### src/rtl/voting_machine_multi.sv
// voting_machine_multi
// N-candidate ballot unit. Counts single-button releases with a post-vote
// lockout, rejects ambiguous or saturating releases, and on close of voting
// runs a one-candidate-per-cycle tally that publishes counts, the total, the
// winning index and a tie flag.
module voting_machine_multi #(
    parameter int N_CAND      = 4,
    parameter int CNT_W       = 16,
    parameter int HOLD_CYCLES = 15,
    localparam int IDX_W      = $clog2(N_CAND),
    localparam int TOT_W      = CNT_W + IDX_W
) (
    input  logic                      clk,
    input  logic                      rst,
    input  logic [N_CAND-1:0]         i_candidate,
    input  logic                      i_voting_over,
    output logic [N_CAND*CNT_W-1:0]   o_count,
    output logic [TOT_W-1:0]          o_total,
    output logic [IDX_W-1:0]          o_winner,
    output logic                      o_tie,
    output logic                      o_valid,
    output logic                      o_vote_ack,
    output logic                      o_vote_reject
);

    // Machine phases
    localparam logic [2:0] ST_IDLE  = 3'd0;
    localparam logic [2:0] ST_VOTE  = 3'd1;
    localparam logic [2:0] ST_HOLD  = 3'd2;
    localparam logic [2:0] ST_TALLY = 3'd3;
    localparam logic [2:0] ST_DONE  = 3'd4;

    localparam logic [CNT_W-1:0] CNT_MAX  = {CNT_W{1'b1}};
    localparam logic [7:0]       HOLD_END = 8'(HOLD_CYCLES - 1);
    localparam logic [IDX_W-1:0] IDX_LAST = IDX_W'(N_CAND - 1);

    // Position of the set bit in a one-hot vector (last set bit if several)
    function automatic logic [IDX_W-1:0] onehot_index(input logic [N_CAND-1:0] v);
        logic [IDX_W-1:0] r;
        r = {IDX_W{1'b0}};
        for (int k = 0; k < N_CAND; k++) begin
            if (v[k]) begin
                r = IDX_W'(k);
            end else begin
                r = r;
            end
        end
        return r;
    endfunction

    // Registered state
    logic [2:0]        state_r;
    logic [N_CAND-1:0] prev_r;
    logic [CNT_W-1:0]  cnt_r [N_CAND];
    logic [7:0]        hold_r;
    logic [IDX_W-1:0]  idx_r;
    logic [CNT_W-1:0]  best_r;
    logic [IDX_W-1:0]  win_r;
    logic              tie_r;
    logic [TOT_W-1:0]  tot_r;

    // Combinational helpers
    logic [N_CAND-1:0] rel_s;
    logic              rel_any_s;
    logic              rel_multi_s;
    logic              rel_one_s;
    logic [IDX_W-1:0]  rel_idx_s;
    logic [CNT_W-1:0]  sel_cnt_s;
    logic              sel_sat_s;
    logic [CNT_W-1:0]  scan_cnt_s;
    logic [TOT_W-1:0]  tot_next_s;
    logic [CNT_W-1:0]  best_next_s;
    logic [IDX_W-1:0]  win_next_s;
    logic              tie_next_s;
    logic              scan_last_s;

    // Release detection and classification of the released button set
    always_comb begin
        rel_s       = prev_r & ~i_candidate;
        rel_any_s   = (rel_s != {N_CAND{1'b0}});
        // clearing the lowest set bit leaves something only if >= 2 bits were set
        rel_multi_s = ((rel_s & (rel_s - N_CAND'(1))) != {N_CAND{1'b0}});
        rel_one_s   = rel_any_s && !rel_multi_s;
        rel_idx_s   = onehot_index(rel_s);
        sel_cnt_s   = cnt_r[rel_idx_s];
        sel_sat_s   = (sel_cnt_s == CNT_MAX);
    end

    // One tally step: fold the candidate at idx_r into total, best, winner, tie
    always_comb begin
        scan_cnt_s  = cnt_r[idx_r];
        tot_next_s  = tot_r + {{IDX_W{1'b0}}, scan_cnt_s};
        scan_last_s = (idx_r == IDX_LAST);
        best_next_s = best_r;
        win_next_s  = win_r;
        tie_next_s  = tie_r;
        if (scan_cnt_s > best_r) begin
            best_next_s = scan_cnt_s;
            win_next_s  = idx_r;
            tie_next_s  = 1'b0;
        end else if ((scan_cnt_s == best_r) && (idx_r != {IDX_W{1'b0}})) begin
            tie_next_s  = 1'b1;
        end else begin
            tie_next_s  = tie_r;
        end
    end

    // Main sequencer: counting, lockout, tally and result publication
    always_ff @(posedge clk) begin
        if (!rst) begin
            state_r       <= ST_IDLE;
            prev_r        <= {N_CAND{1'b0}};
            for (int k = 0; k < N_CAND; k++) begin
                cnt_r[k]  <= {CNT_W{1'b0}};
            end
            hold_r        <= 8'd0;
            idx_r         <= {IDX_W{1'b0}};
            best_r        <= {CNT_W{1'b0}};
            win_r         <= {IDX_W{1'b0}};
            tie_r         <= 1'b0;
            tot_r         <= {TOT_W{1'b0}};
            o_count       <= {(N_CAND*CNT_W){1'b0}};
            o_total       <= {TOT_W{1'b0}};
            o_winner      <= {IDX_W{1'b0}};
            o_tie         <= 1'b0;
            o_valid       <= 1'b0;
            o_vote_ack    <= 1'b0;
            o_vote_reject <= 1'b0;
        end else begin
            prev_r        <= i_candidate;
            o_vote_ack    <= 1'b0;
            o_vote_reject <= 1'b0;
            case (state_r)
                ST_IDLE: begin
                    for (int k = 0; k < N_CAND; k++) begin
                        cnt_r[k] <= {CNT_W{1'b0}};
                    end
                    state_r <= ST_VOTE;
                end
                ST_VOTE: begin
                    if (i_voting_over) begin
                        // closing wins over any release seen this cycle
                        idx_r   <= {IDX_W{1'b0}};
                        best_r  <= cnt_r[0];
                        win_r   <= {IDX_W{1'b0}};
                        tie_r   <= 1'b0;
                        tot_r   <= {TOT_W{1'b0}};
                        state_r <= ST_TALLY;
                    end else if (rel_one_s) begin
                        if (!sel_sat_s) begin
                            cnt_r[rel_idx_s] <= sel_cnt_s + CNT_W'(1);
                            o_vote_ack       <= 1'b1;
                        end else begin
                            o_vote_reject    <= 1'b1;
                        end
                        hold_r  <= 8'd0;
                        state_r <= ST_HOLD;
                    end else if (rel_multi_s) begin
                        o_vote_reject <= 1'b1;
                        hold_r        <= 8'd0;
                        state_r       <= ST_HOLD;
                    end else begin
                        state_r <= ST_VOTE;
                    end
                end
                ST_HOLD: begin
                    // releases during lockout are dropped, not queued
                    if (i_voting_over) begin
                        idx_r   <= {IDX_W{1'b0}};
                        best_r  <= cnt_r[0];
                        win_r   <= {IDX_W{1'b0}};
                        tie_r   <= 1'b0;
                        tot_r   <= {TOT_W{1'b0}};
                        state_r <= ST_TALLY;
                    end else if (hold_r == HOLD_END) begin
                        state_r <= ST_VOTE;
                    end else begin
                        hold_r  <= hold_r + 8'd1;
                    end
                end
                ST_TALLY: begin
                    tot_r  <= tot_next_s;
                    best_r <= best_next_s;
                    win_r  <= win_next_s;
                    tie_r  <= tie_next_s;
                    if (scan_last_s) begin
                        // publish the final step's values directly so results
                        // appear on the same edge that enters DONE
                        for (int k = 0; k < N_CAND; k++) begin
                            o_count[k*CNT_W +: CNT_W] <= cnt_r[k];
                        end
                        o_total  <= tot_next_s;
                        o_winner <= win_next_s;
                        o_tie    <= tie_next_s;
                        o_valid  <= 1'b1;
                        state_r  <= ST_DONE;
                    end else begin
                        idx_r    <= idx_r + IDX_W'(1);
                    end
                end
                ST_DONE: begin
                    if (!i_voting_over) begin
                        o_valid <= 1'b0;
                        state_r <= ST_IDLE;
                    end else begin
                        state_r <= ST_DONE;
                    end
                end
                default: begin
                    o_valid <= 1'b0;
                    state_r <= ST_IDLE;
                end
            endcase
        end
    end

endmodule
### config.mk
export PLATFORM = sky130hd
export DESIGN_NAME = voting_machine_multi
export DESIGN_NICKNAME = d
export VERILOG_FILES = /design/src/rtl/voting_machine_multi.sv
export SDC_FILE = /design/constraint.sdc
export NUM_CORES = 1
export LEC_CHECK = 0
export BUFFER_PORTS_ARGS = -buffer_cell sky130_fd_sc_hd__buf_4
export CORE_ASPECT_RATIO = 1.1
export CORE_MARGIN = 2
export CORE_UTILIZATION = 64
export CTS_CLUSTER_DIAMETER = 120
export DETAILED_ROUTE_END_ITERATION = 8
export GPL_TIMING_DRIVEN = 0
export PLACE_DENSITY = 0.87
export SETUP_SLACK_MARGIN = 0.3
export SYNTH_ARGS = -nofsm -noshare
export SYNTH_HDL_FRONTEND = slang
export SYNTH_SLANG_ARGS = --single-unit
### constraint.sdc
create_clock -name clk -period 8.9 [get_ports clk]
set_input_delay 1.78 -clock clk [delete_from_list [all_inputs] [get_ports clk]]
set_output_delay 1.78 -clock clk [all_outputs]
set_load 0.02 [all_outputs]
==> flow_metrics.py <==
metrics = {
    "worst_setup_path": {
        "critPathArrivalTime_ps": 5460,
        "required_ps": 8940,
        "cp_max_fo": 16,
        "cp-start-kind": "input port",
        "crit_path_end_kind": "flop",
        "worstSetupPathType": "in -> reg",
    },
    "clocking": {
        "clk_latency_ps": 510,
        "root_buffer": "clkbuf_16",
        "h-tree-depth": 1,
        "clock_path_buffers": 3,
        "cts_resized": 0,
        "cts_tree": "done",
        "numCtsBuffers": 22,
        "path_clk_slew_ps": 60,
        "cts_setup_buffers": 0,
        "cts_hold_buf": 0,
        "cts_sinks": 208,
    },
    "pwr": {
        "leakage_nw": 4.39,
        "p_per_area_nw_per_um2": 200,
        "vdd_drop_max_uv": 157,
    },
    "logic_synthesis": {
        "synth-seq-area-share_pct": 48.0,
        "synth.most_common_cell": "nand2_1",
        "synth_edf_count": 64,
        "synthTopCellsByCount": "nand2_1 (216), dfxtp_1 (144), nor2_1 (126)",
        "synthFlopType": "dfxtp_1",
        "synth_area_per_cell_um2": 9.18,
        "synth_cells": 1091,
        "synth_top_area_share_pct": 28.8,
        "synth_seq_cells": 208,
        "synth_cell_types": 67,
        "yosysTopAreaCell": "dfxtp_1",
        "syn_area_um2": 10000,
        "ys_warn_count": 0,
        "synthArstFlopShare_pct": 0,
        "synth_nets": 1136,
        "synth.area.top_cells": "dfxtp_1 (29%), edfxtp_1 (19%), nand2_1 (8.1%)",
    },
    "final_layout": {
        "fill_cells": 1030,
        "area_delta_synth_final_pct": 16.6,
        "antenna_cells": 0,
        "nets": 1252,
        "drive_above_1_share_pct": 14.7,
        "fin_area_um2": 11700,
    },
    "drt": {
        "vias": 9052,
        "drc": 0,
        "vias_per_cell": 6.38,
        "avgRoutedWirePerCell_um": 21.2,
        "wirelength_mm": 30.0,
        "dr.pass1.iters": 6,
        "ant_nets": 0,
        "drt_iter0_drc": 1069,
    },
    "global_route": {
        "grt_overflow_total": 0,
        "antenna_found_initial": 0,
        "grt_pass1_wl_mm": 45.7,
        "grt_pass1_vias": 8694,
        "gr-usage-all-layers_pct": 36.0,
        "grt_max_degree": 17,
    },
    "worst_hold_path": {
        "hold_class": "reg -> reg",
    },
    "sta": {
        "max_slew.worst_pin.slew_ps": 968,
        "finClkSkew_ps": 10.8,
        "drv_slew": 0,
        "rsz0062_at_grt": "false",
        "tns_ps": 0,
        "timing.final.crit_period_ps": 5420,
        "relSlewSlack_pct": 35.4,
        "hold_violations": 0,
        "max_freq_ghz": 0.185,
        "setup_violations": 0,
        "finalCritPeriodShare_pct": 60.9,
    },
    "placement": {
        "port-buffer-count": 92,
        "gp_congestion": 1.00,
        "hpwlAfterDp_mm": 21.4,
        "placedInstanceArea_um2": 10900,
    },
    "die": {
        "die_area_um2": 16700,
        "num_io_pins": 95,
        "rows": 47,
        "core_um2": 15200,
        "start_util_pct": 66.0,
        "die_y_um": 135,
        "die_w_um": 123,
    },
    "run": {
        "max-cap-violations": 0,
    },
    "run_status": {
        "status": "finished, final reports clean",
    },
}
[worst max-delay path, cell delays in order]
cell and delay [ps]:
buf_4 110, nor2b_1 60, clkbuf_1 270, buf_2 330, a31oi_1 200, o221a_2 300, ha_1 250, o2111ai_1 150
nand4b_1 380, or4_1 530, buf_6 180, nand3b_4 160, buf_6 190, nand2_1 550
[flip-flops by register name, indices dropped and copies added, names as in the netlist, named ones only]
| register | flops |
|---|---|
| cnt_r | 64 |
| o_count | 64 |
| o_total | 18 |
| tot_r | 18 |
| best_r | 16 |
| hold_r | 8 |
| prev_r | 4 |
| state_r | 3 |
| idx_r | 2 |
| o_winner | 2 |
| win_r | 2 |
| o_tie | 1 |
| o_valid | 1 |
| o_vote_ack | 1 |
| o_vote_reject | 1 |
| tie_r | 1 |
[area by class of cell]
class                           instances  area [µm²]  share of cell area [%]
Sequential cell                       208        4800                    41.2
Multi-Input combinational cell        773        4730                    40.5
Timing Repair Buffer                   92         691                    5.92
Clock buffer                           30         653                    5.60
Buffer                                 65         310                    2.66
Tap cell                              196         245                    2.10
Inverter                               45         169                    1.45
Clock inverter                         10        70.1                   0.600
[cells in the final DEF (no fill, tap or decap), drive strengths merged, types with 12 or more instances in the layout]
cell / instances
xnor2: 22
edfxtp: 64
a31oi: 21
a311oi: 16
nor3: 14
xor2: 12
dfxtp: 144
o221a: 15
clkbuf: 76
buf: 111
nand3: 21
a21oi: 100
ha: 37
inv: 44
mux4: 16
nand4: 14
nor3b: 16
o21ai: 20
nand2: 217
nor2: 126
[metrics by stage]
stage	util [%]	worst slack (ps)	hold slack (ps)	power, mW	cells
2_1_floorplan	-	4110	432	1.32	1091
3_3_place_gp	72.2	3180	440	1.41	1379
3_5_place_dp	72.2	3120	448	1.42	1379
4_1_cts	76.9	3620	456	2.32	1419
5_1_grt	76.9	3430	477	2.40	1419
6_report	76.9	3480	453	2.34	1419
[per-layer routing]
layer	vias to the layer above	routed length, µm	GRT usage, %
met3	130	2870	6.31
li1	4074	-	-
met1	4284	11000	44.3
met2	564	14700	60.4
met4	0	1390	18.2
met5	-	0	0
[worst paths after layout]
path | start | end | slack [ps] | cells after the start
worst max-delay path | i_candidate[2] | cnt_r[1][15] | 3480 | 14
worst min register to register | o_total[13] | o_total[13] | 450 | 2
worst min-delay path | o_total[13] | o_total[13] | 450 | 2
worst max register to register | flop | best_r[5] | 4210 | 12
[cell families after synthesis]
kind of cell	synth area share [%]
muxes	4.00
adders and majority gates	4.82
xor gates and xnor gates	2.97
and+or+nand+nor	20.2
DFF	48.0
AOI/OAI and AO/OA	15.2
buffers and inverters	4.79
[where the power goes]
part	total, mW	internal [mW]	switching (mW)
sequential	1.08	1.03	0.0490
combinational	0.343	0.122	0.221
clock	0.913	0.540	0.373
Note: power is estimated with default switching activity, not from simulation.
